`src/rtl/mlaccel_qpi_phy_if.sv`:
```
// rtl/mlaccel_qpi_phy_if.sv - QPI pin and core-side byte stream bundle for mlaccel_qpi_phy
interface mlaccel_qpi_phy_if;
    logic       qpi_csb;
    logic       qpi_clk;
    logic [3:0] qpi_io_di;
    logic [3:0] qpi_io_do;
    logic       qpi_io_oe;
    logic       rx_start;
    logic       rx_stop;
    logic       rx_valid;
    logic       rx_first;
    logic [7:0] rx_data;
    logic       tx_mode;
    logic       tx_valid;
    logic [7:0] tx_data;
    logic       tx_ack;
    logic       err;
`ifdef MLACCEL_QPI_STATS_EN
    logic [15:0] stat_bytes;
`endif

    // master: host pins plus core response side; slave: the PHY itself
    modport master (
        output qpi_csb, qpi_clk, qpi_io_di, tx_mode, tx_valid, tx_data,
        input  qpi_io_do, qpi_io_oe, rx_start, rx_stop, rx_valid, rx_first, rx_data, tx_ack, err
`ifdef MLACCEL_QPI_STATS_EN
        , input stat_bytes
`endif
    );

    modport slave (
        input  qpi_csb, qpi_clk, qpi_io_di, tx_mode, tx_valid, tx_data,
        output qpi_io_do, qpi_io_oe, rx_start, rx_stop, rx_valid, rx_first, rx_data, tx_ack, err
`ifdef MLACCEL_QPI_STATS_EN
        , output stat_bytes
`endif
    );
endinterface

```
`src/rtl/mlaccel_qpi_phy.sv`:
```
// rtl/mlaccel_qpi_phy.sv - QPI pad front end: sync, DDR nibble deserialise/serialise, framing (option: MLACCEL_QPI_STATS_EN)
module mlaccel_qpi_phy #(
    parameter int          SYNC_STAGES    = 2,
    parameter int          DUMMY_CYCLES   = 1,
    parameter logic [7:0]  UNDERFLOW_BYTE = 8'hFF
) (
    input  logic               clock,
    input  logic               reset,
    mlaccel_qpi_phy_if.slave   bus
);
    typedef enum logic [1:0] {IDLE, RX, TURN, TX} state_t;

    localparam int LAST_DUMMY = (DUMMY_CYCLES > 0) ? DUMMY_CYCLES - 1 : 0;

    logic [SYNC_STAGES-1:0]      csb_sync, clk_sync, vld_sync;
    logic [SYNC_STAGES-1:0][3:0] io_sync;

    always_ff @(posedge clock or posedge reset) begin
        if (reset) begin
            csb_sync <= '1;
            clk_sync <= '1;
            vld_sync <= '0;
            io_sync  <= '0;
        end else begin
            csb_sync <= {csb_sync[SYNC_STAGES-2:0], bus.qpi_csb};
            clk_sync <= {clk_sync[SYNC_STAGES-2:0], bus.qpi_clk};
            vld_sync <= {vld_sync[SYNC_STAGES-2:0], 1'b1};
            io_sync  <= {io_sync[SYNC_STAGES-2:0], bus.qpi_io_di};
        end
    end

    logic       csb_s, clk_s, sync_ok;
    logic [3:0] io_s;
    assign csb_s   = csb_sync[SYNC_STAGES-1];
    assign clk_s   = clk_sync[SYNC_STAGES-1];
    assign sync_ok = vld_sync[SYNC_STAGES-1];
    assign io_s    = io_sync[SYNC_STAGES-1];

    state_t     state_q, state_d;
    logic       csb_hi_q, clk_prev_q;
    logic       hi_held_q, hi_held_d, first_q, first_d;
    logic [3:0] nib_q, nib_d, io_do_q, io_do_d;
    logic [7:0] rx_data_q, rx_data_d, tx_byte_q, tx_byte_d, load_byte;
    logic       rx_valid_d, rx_first_d, rx_start_d, rx_stop_d, tx_ack_d;
    logic       rx_valid_q, rx_first_q, rx_start_q, rx_stop_q, tx_ack_q;
    logic       err_q, err_d, oe_q, oe_d, load;
    logic [1:0] cnt_q, cnt_d;
    logic       fall_e, rise_e;

    // csb_s high masks edges, so a csb rise coinciding with a clk edge wins
    assign fall_e    = !csb_s && clk_prev_q && !clk_s;
    assign rise_e    = !csb_s && !clk_prev_q && clk_s;
    assign load_byte = bus.tx_valid ? bus.tx_data : UNDERFLOW_BYTE;

    always_comb begin
        state_d    = state_q;
        hi_held_d  = hi_held_q;
        first_d    = first_q;
        nib_d      = nib_q;
        io_do_d    = io_do_q;
        rx_data_d  = rx_data_q;
        tx_byte_d  = tx_byte_q;
        err_d      = err_q;
        oe_d       = oe_q;
        cnt_d      = cnt_q;
        rx_valid_d = 1'b0;
        rx_first_d = 1'b0;
        rx_start_d = 1'b0;
        rx_stop_d  = 1'b0;
        tx_ack_d   = 1'b0;
        load       = 1'b0;
        if (state_q == IDLE) begin
            // csb_hi_q only sets from a post-reset sample, so a frame cut by reset never restarts
            if (csb_hi_q && sync_ok && !csb_s) begin
                state_d    = RX;
                rx_start_d = 1'b1;
                hi_held_d  = 1'b0;
                first_d    = 1'b1;
                err_d      = 1'b0;
            end
        end else if (csb_s) begin
            state_d   = IDLE;
            rx_stop_d = 1'b1;
            oe_d      = 1'b0;
            io_do_d   = 4'h0;
            hi_held_d = 1'b0;
            if (state_q == RX && hi_held_q)
                err_d = 1'b1;
        end else begin
            case (state_q)
                RX: begin
                    if (fall_e) begin
                        if (bus.tx_mode) begin
                            hi_held_d = 1'b0;
                            cnt_d     = 2'd0;
                            if (DUMMY_CYCLES == 0) begin
                                load    = 1'b1;
                                state_d = TX;
                            end else begin
                                state_d = TURN;
                            end
                        end else begin
                            nib_d     = io_s;
                            hi_held_d = 1'b1;
                        end
                    end else if (rise_e && hi_held_q) begin
                        rx_data_d  = {nib_q, io_s};
                        rx_valid_d = 1'b1;
                        rx_first_d = first_q;
                        first_d    = 1'b0;
                        hi_held_d  = 1'b0;
                    end
                end
                TURN: begin
                    if (rise_e) begin
                        if (cnt_q == 2'(LAST_DUMMY)) begin
                            load    = 1'b1;
                            state_d = TX;
                        end else begin
                            cnt_d = cnt_q + 2'd1;
                        end
                    end
                end
                TX: begin
                    if (fall_e)
                        io_do_d = tx_byte_q[3:0];
                    else if (rise_e)
                        load = 1'b1;
                end
                default: state_d = IDLE;
            endcase
        end
        // every byte load consumes tx_data and presents its high nibble ahead of the next fall
        if (load) begin
            tx_ack_d  = 1'b1;
            oe_d      = 1'b1;
            tx_byte_d = load_byte;
            io_do_d   = load_byte[7:4];
            if (!bus.tx_valid)
                err_d = 1'b1;
        end
    end

    always_ff @(posedge clock or posedge reset) begin
        if (reset) begin
            state_q    <= IDLE;
            csb_hi_q   <= 1'b0;
            clk_prev_q <= 1'b1;
            hi_held_q  <= 1'b0;
            first_q    <= 1'b0;
            nib_q      <= 4'h0;
            io_do_q    <= 4'h0;
            rx_data_q  <= 8'h00;
            tx_byte_q  <= 8'h00;
            err_q      <= 1'b0;
            oe_q       <= 1'b0;
            cnt_q      <= 2'd0;
            rx_valid_q <= 1'b0;
            rx_first_q <= 1'b0;
            rx_start_q <= 1'b0;
            rx_stop_q  <= 1'b0;
            tx_ack_q   <= 1'b0;
        end else begin
            state_q    <= state_d;
            csb_hi_q   <= sync_ok && csb_s;
            clk_prev_q <= clk_s;
            hi_held_q  <= hi_held_d;
            first_q    <= first_d;
            nib_q      <= nib_d;
            io_do_q    <= io_do_d;
            rx_data_q  <= rx_data_d;
            tx_byte_q  <= tx_byte_d;
            err_q      <= err_d;
            oe_q       <= oe_d;
            cnt_q      <= cnt_d;
            rx_valid_q <= rx_valid_d;
            rx_first_q <= rx_first_d;
            rx_start_q <= rx_start_d;
            rx_stop_q  <= rx_stop_d;
            tx_ack_q   <= tx_ack_d;
        end
    end

    assign bus.qpi_io_do = io_do_q;
    assign bus.qpi_io_oe = oe_q;
    assign bus.rx_start  = rx_start_q;
    assign bus.rx_stop   = rx_stop_q;
    assign bus.rx_valid  = rx_valid_q;
    assign bus.rx_first  = rx_first_q;
    assign bus.rx_data   = rx_data_q;
    assign bus.tx_ack    = tx_ack_q;
    assign bus.err       = err_q;

`ifdef MLACCEL_QPI_STATS_EN
    logic [15:0] stat_q;
    always_ff @(posedge clock or posedge reset) begin
        if (reset)
            stat_q <= 16'h0000;
        else if (rx_start_d)
            stat_q <= 16'h0000;
        else if ((rx_valid_d || tx_ack_d) && stat_q != 16'hFFFF)
            stat_q <= stat_q + 16'h0001;
    end
    assign bus.stat_bytes = stat_q;
`endif
endmodule

```
`src/flat_wrapper.sv`:
```
// flat-port wrapper written by rule: the top's interface ports become plain ports
module mlaccel_qpi_phy_flat 
#(
    parameter int          SYNC_STAGES    = 2,
    parameter int          DUMMY_CYCLES   = 1,
    parameter logic [7:0]  UNDERFLOW_BYTE = 8'hFF
)
  (clock, reset, bus_qpi_csb, bus_qpi_clk, bus_qpi_io_di, bus_tx_mode, bus_tx_valid, bus_tx_data, bus_qpi_io_do, bus_qpi_io_oe, bus_rx_start, bus_rx_stop, bus_rx_valid, bus_rx_first, bus_rx_data, bus_tx_ack, bus_err);
  mlaccel_qpi_phy_if bus_i ();
  input  logic clock;
  input  logic reset;
  input wire logic [$bits(bus_i.qpi_csb)-1:0] bus_qpi_csb;
  input wire logic [$bits(bus_i.qpi_clk)-1:0] bus_qpi_clk;
  input wire logic [$bits(bus_i.qpi_io_di)-1:0] bus_qpi_io_di;
  input wire logic [$bits(bus_i.tx_mode)-1:0] bus_tx_mode;
  input wire logic [$bits(bus_i.tx_valid)-1:0] bus_tx_valid;
  input wire logic [$bits(bus_i.tx_data)-1:0] bus_tx_data;
  output wire logic [$bits(bus_i.qpi_io_do)-1:0] bus_qpi_io_do;
  output wire logic [$bits(bus_i.qpi_io_oe)-1:0] bus_qpi_io_oe;
  output wire logic [$bits(bus_i.rx_start)-1:0] bus_rx_start;
  output wire logic [$bits(bus_i.rx_stop)-1:0] bus_rx_stop;
  output wire logic [$bits(bus_i.rx_valid)-1:0] bus_rx_valid;
  output wire logic [$bits(bus_i.rx_first)-1:0] bus_rx_first;
  output wire logic [$bits(bus_i.rx_data)-1:0] bus_rx_data;
  output wire logic [$bits(bus_i.tx_ack)-1:0] bus_tx_ack;
  output wire logic [$bits(bus_i.err)-1:0] bus_err;
  assign bus_i.qpi_csb = bus_qpi_csb;
  assign bus_i.qpi_clk = bus_qpi_clk;
  assign bus_i.qpi_io_di = bus_qpi_io_di;
  assign bus_i.tx_mode = bus_tx_mode;
  assign bus_i.tx_valid = bus_tx_valid;
  assign bus_i.tx_data = bus_tx_data;
  assign bus_qpi_io_do = bus_i.qpi_io_do;
  assign bus_qpi_io_oe = bus_i.qpi_io_oe;
  assign bus_rx_start = bus_i.rx_start;
  assign bus_rx_stop = bus_i.rx_stop;
  assign bus_rx_valid = bus_i.rx_valid;
  assign bus_rx_first = bus_i.rx_first;
  assign bus_rx_data = bus_i.rx_data;
  assign bus_tx_ack = bus_i.tx_ack;
  assign bus_err = bus_i.err;
  mlaccel_qpi_phy #(.SYNC_STAGES(SYNC_STAGES), .DUMMY_CYCLES(DUMMY_CYCLES), .UNDERFLOW_BYTE(UNDERFLOW_BYTE)) u_core (.clock(clock), .reset(reset), .bus(bus_i));
endmodule
```
`config.mk`:
```
export PLATFORM = sky130hd
export DESIGN_NAME = mlaccel_qpi_phy_flat
export DESIGN_NICKNAME = d
export VERILOG_FILES = /design/src/rtl/mlaccel_qpi_phy_if.sv /design/src/rtl/mlaccel_qpi_phy.sv /design/src/flat_wrapper.sv
export SDC_FILE = /design/constraint.sdc
export NUM_CORES = 1
export LEC_CHECK = 0
export BUFFER_PORTS_ARGS = -buffer_cell sky130_fd_sc_hd__buf_2
export CAP_MARGIN = 5
export CELL_PAD_IN_SITES_DETAIL_PLACEMENT = 0
export CELL_PAD_IN_SITES_GLOBAL_PLACEMENT = 1
export CORE_MARGIN = 8
export CORE_UTILIZATION = 43
export CTS_CLUSTER_SIZE = 20
export DETAILED_ROUTE_END_ITERATION = 8
export HOLD_SLACK_MARGIN = 0.1
export PLACE_DENSITY = 0.88
export REMOVE_ABC_BUFFERS = 1
export SLEW_MARGIN = 25
export SYNTH_ARGS = -nofsm -noshare
export SYNTH_HDL_FRONTEND = slang
export SYNTH_SLANG_ARGS = --single-unit
```
`constraint.sdc`:
```
create_clock -name clock -period 2 [get_ports clock]
set_clock_uncertainty 0.1 [all_clocks]
set_input_delay 0.3 -clock clock [delete_from_list [all_inputs] [get_ports clock]]
set_output_delay 0.3 -clock clock [all_outputs]
set_load 0.1 [all_outputs]
```
---- Word-level counts from Yosys, hierarchy flattened ----
Cells that the tools add are included.
word-level totals
  register bits after elaboration ......... 49
  input port bits ......................... 18
  output and inout bits ................... 19
  word-level logic and storage cells ...... 135
operators by class
  add/sub/neg operators ................... 1
  eq/ne operators ......................... 16
  multiplexer cells ....................... 62
  bitwise gates (word level) .............. 4
  reduce and logical (&&, ||, !) cells .... 30
operators with widths
  operator                                        count
  2-to-1 mux 1 bit                                42
  2-to-1 mux 2 bit                                11
  2-to-1 mux 4 bit                                5
  AND reduction 5 bit                             3
  != test 4 x 1 -> 1 bit (second input constant)  3
  != test 2 bit (second input constant)           5
  logical AND 1 bit                               9
  nonzero test 3 bit                              3
  2-to-1 mux 8 bit                                1
  nonzero test 2 bit                              4
  AND reduction 7 bit                             1
  != test 2 x 1 -> 1 bit (second input constant)  3
  one-hot mux 2 bit (3 select lines)              1
  AND reduction 3 bit                             2
  AND reduction 6 bit                             1
  == test 2 bit (second input constant)           2
  zero test 2 bit                                 2
  != test 4 x 2 -> 1 bit (second input constant)  1
  inverter 1 bit                                  4
  one-hot mux 2 bit (2 select lines)              1
  nonzero test 4 bit                              1
  zero test 1 bit                                 3
  != test 3 x 1 -> 1 bit (second input constant)  1
  adder 2 x 1 -> 2 bit (second input constant)    1
  3 further kinds                                 3

---- Longest topological paths before layout ----
  depth after elaboration ................. 10
  mapped depth ............................ 8
  mapped depth without buffers ............ 7

---- Worst setup path before layout ----
Ideal clock, no wire load.
  path type ............................... flip-flop to flip-flop
  start point ............................. register u_core.state_q[1]
  end point ............................... register u_core.rx_data_q[0] (netlist: u_core.bus.rx_data[0])
  setup time .............................. 0.125 ns
  arrival time ............................ 1.646 ns
  data required time ...................... 1.775 ns
  setup slack ............................. 0.128 ns
  stages on the path, launching flop included .. 6
  buffers on the path ..................... 0
  period minus slack after synthesis ...... 1.872 ns
  cells stage by stage .................... dfrtp_1 > inv_1 > ha_1 > nand2_2 > nor4_4 > mux2_2
on the way
  cells in the longest elaborated chain, start to end .. 3
  elaborated cells on any way between the ends .. 4
  classes of those cells .................. eq/ne (1); bitwise (1); reduce/logical (2)
ends and longest elaborated chain
  element                                   RTL line                text
  start, declared                           mlaccel_qpi_phy.sv:39   state_t state_q, state_d;
  start signal, assigned                    mlaccel_qpi_phy.sv:164  state_q <= state_d;
  zero test 2 bit                           mlaccel_qpi_phy.sv:72   if (state_q == IDLE) begin
  inverter 1 bit (no source line)           -
  AND reduction 5 bit (no source line) (*)  -
  end signal, assigned                      mlaccel_qpi_phy.sv:171  rx_data_q <= rx_data_d;
  end, declared                             mlaccel_qpi_phy.sv:43   logic [7:0] rx_data_q, rx_data_d, tx_byte_q, tx_byte_d, load_byte;
Mark *: on every way between the ends. The rest lies on a longest branch, timed or not.
A chain may end at the register's enable or synchronous reset.

---- Worst setup path after layout ----
  start point ............................. register u_core.state_q[1]
  end point ............................... register u_core.rx_data_q[1] (netlist: u_core.bus.rx_data[1])
Same word-level chain as after synthesis.

==> results.md <==
* Maximum level of the CTS H-tree at 2
* DIE HEIGHT at 83.9 um
* Worst min-delay path startpoint: bus_tx_data[3]
* Cell count after synthesis at 156
* Slew at the pin with the worst max-slew slack at a little under 0.6 ns
* Total number of nets in the final design at ~240
* Required time of the worst setup path at about 2.1 ns
* Cell-by-cell trace of the critical path: inv_1 > ha_1 > nand2_2 > nor4_4 > buf_12 > mux2_2
* Boundary Pins at 37
* Dpl hpwl at around 2700 um
* Cell with the largest stage delay on the worst path: sky130_fd_sc_hd__dfrtp_1
* CTS tree: built
* Number of buffers added by the clock tree synthesis step at 5
* Met1 routed wirelength after detailed routing at ~1800 um
* Top routing layer in use: met4
* Total global routing track utilization at 10.5%
* Initial cell density of the core at 44.9%
* Area of the mapped netlist at just under 2000 um^2
* Number of hold violations in the final report at 0
* Final setup viols at 0
* Overall overflow remaining after global route at 0
* Share of cells above drive strength 1 at between 30% and 40%
* GP Congestion at between 0.8 and 0.9
* Final total power at 3460 uW
* Instance area at placement at about 2300 um^2
* Synth warn at 0
* Critical path startpoint: u_core.state_q[1]
* Ant diodes at 0
* Nature of the critical path endpoint: flip-flop
* Routed wl met3 at ~230 um
* Final max-slew violation count at 0
* Min-delay worst type: in2reg
* Final core utilization at a little under three fifths
* Clk sinks at 49
* Filler Cells Inserted at between 300 and 400
* Largest driver fanout on the critical path at 10
* Synthesized area divided by synthesized cell count at about 13 um^2
* Area growth, synth to finish at 27.4%
* Violation count after the first detailed-routing iteration at 64
* Yosys cell types at 41
* Width of the chip at 83.9 um
* Leakage power at roughly 0.0012 uW
* Post-synth EDFFs at 0
* Peak supply drop at 0.000601 V
* Post-DRT Antenna Nets at 0
* First-pass GRT wire length at slightly above 6000 um
* Fraction of registers with async set/reset at between 90% and 100%
* Startpoint class of the critical path: flip-flop
* Insertion delay of the later-clocked pin in the worst-skew pair at around 0.3 ns
* Final cycle utilization of the critical path at a little over nine tenths
* Number of global-route vias before repair at 1359
* Post-detailed-route DRC marker count at 0
* Flip-flop cell with the highest count after synthesis: sky130_fd_sc_hd__dfrtp_1
* Area taken by flip-flops and latches at between 1000 and 1500 um^2
* Critical path data arrival time at 2.01 ns
* Power density normalized to cell area at between 1000 and 1500 nW/um^2
* Yosys reg bits at 49
* Max_cap viols at 0
* Critical path class: reg2reg
* TritonRoute pass-1 iters at 4
* Total area of multi-input combinational cells at roughly 690 um^2
* Slowest stage delay, CP at roughly 0.42 ns
* Source of the worst register-to-register timing path: u_core.state_q[1]
* Post-CTS setup buffers at 0
* Status: finished clean
* Clk Tree Root Cell: sky130_fd_sc_hd__clkbuf_8
* Die area at roughly 7000 um^2
* Average wire length per cell after detail routing at approximately 14 um
* Post-detailed-routing wire length at between 3000 and 4000 um
* Post-route cell area at between 2000 and 3000 um^2
* Buffers on Ports at 36
* Row count at 24
* CORE AREA at around 4400 um^2
* Crit path time final at 1.92 ns
* Worst-path clk slew at roughly 0.09 ns
* Pin count of the biggest net entering global routing at 50
* Via total after detailed routing at ~1400
* Total met2 wirelength after detailed routing at around 1800 um
* Max clock buf depth at 2
* Sequential area share after synthesis at a little over 60%
* Top achievable clock speed at ~0.52 GHz
* Avg Vias per Cell at a little over 5
* Relative slew slack at between 60 and 70%
* Number of antenna violations at the first check in global routing at 0
## power by group
group          internal [uW]  leakage (uW)  switching, uW
Clock                    503     0.0000687            328
Combinational            427      0.000578            906
Sequential              1190      0.000600            103
## cells by family after synthesis
kind of cell / count (synthesis) / synth area share, %
flip-flops: 49 / 62.1
adder cells (fa/ha/maj): 6 / 3.79
multiplexers: 16 / 8.83
XOR/XNOR: 1 / 0.442
other: 1 / 0.189
AO/OA/AOI/OAI: 22 / 7.70
buffers and inverters: 20 / 4.10
AND/OR/NAND/NOR: 41 / 12.8
## routing by layer
metal,track usage (%),up-vias
li1,-,650
met1,13.0,674
met2,15.9,36
met3,4.69,6
met4,3.30,0
met5,0,-
## cell usage in the layout, fill, tap and decap left out, drive strengths merged, types with 2 or more instances in the layout
cell type	instances
dlygate4sd3	8
clkbuf	5
ha	6
and3b	2
dfrtp	44
mux2i	4
nor3b	4
and2	2
a31oi	8
o31ai	2
nand4b	3
mux2	12
a21oi	3
buf	45
nor2	6
inv	15
or4	2
nand2b	3
nand2	15
dfstp	5
bufinv	2
## area by class of cell
class                      instances  share of cell area (%)
sequential                        49                    48.8
timing repair buffer              53                    13.5
multi-input combinational         88                    27.3
clock buffer                       5                    2.72
tap                               52                    2.58
inverter                          15                    2.38
clock inverter                     3                    2.72
## final timing paths
kind	endpoint	slack, ns	cells after the start
worst max-delay path	u_core.bus.rx_data[1]	0.08	6
worst min-delay path	u_core.tx_byte_q[3]	0.13	3
worst max register to register	u_core.bus.rx_data[1]	0.08	6
worst min register to register	u_core.io_s[2]	0.26	0
max in group asynchronous	u_core.bus.rx_data[0]	0.81	4
min in group asynchronous	u_core.hi_held_q	0.60	4
## critical path, delay by kind of cell, from the launching register on
family / cells / cell delay [ns]
adders and majority gates: 1 / 0.26
buffers and inverters: 2 / 0.31
DFF: 1 / 0.42
muxes: 1 / 0.34
and+or+nand+nor: 2 / 0.38
## timing repair
item	CTS	global route
setup endpoints to repair	0	8
resized for setup	0	4
endpoints found under the hold margin	51	0
hold buffers	8	0
## per-stage QoR
stage               cells  setup WS [ns]  hold WS [ns]  setup TNS, ns
floorplan             151          0.109         0.204              0
global placement      248         0.0963         0.233              0
detailed placement    248         0.0654         0.239              0
CTS                   264         0.0401         0.124              0
global route          265       -0.00435         0.126       -0.00435
finish                265         0.0825         0.128              0
## Yosys cell counts (all sizes together) (4+ instances only)
| master | instances | area share, % |
|---|---|---|
| dfrtp | 44 | 56 |
| nand2 | 15 | 3.0 |
| inv | 14 | 2.6 |
| mux2 | 12 | 6.8 |
| a31oi | 8 | 2.5 |
| ha | 6 | 3.8 |
| nor2 | 6 | 1.1 |
| dfstp | 5 | 6.6 |
| buf | 4 | 1.1 |
| mux2i | 4 | 2.0 |
| nor3b | 4 | 1.5 |
## registers in the layout (all words and copies together) (netlist names), 2 cells and up
name                  count
u_core.bus.rx_data        8
u_core.bus.qpi_io_do      4
u_core.io_s               4
u_core.io_sync            4
u_core.nib_q              4
u_core.tx_byte_q          4
u_core.clk_sync           2
u_core.cnt_q              2
u_core.csb_sync           2
u_core.state_q            2
u_core.vld_sync           2
Power figures use the tool's default switching activity.
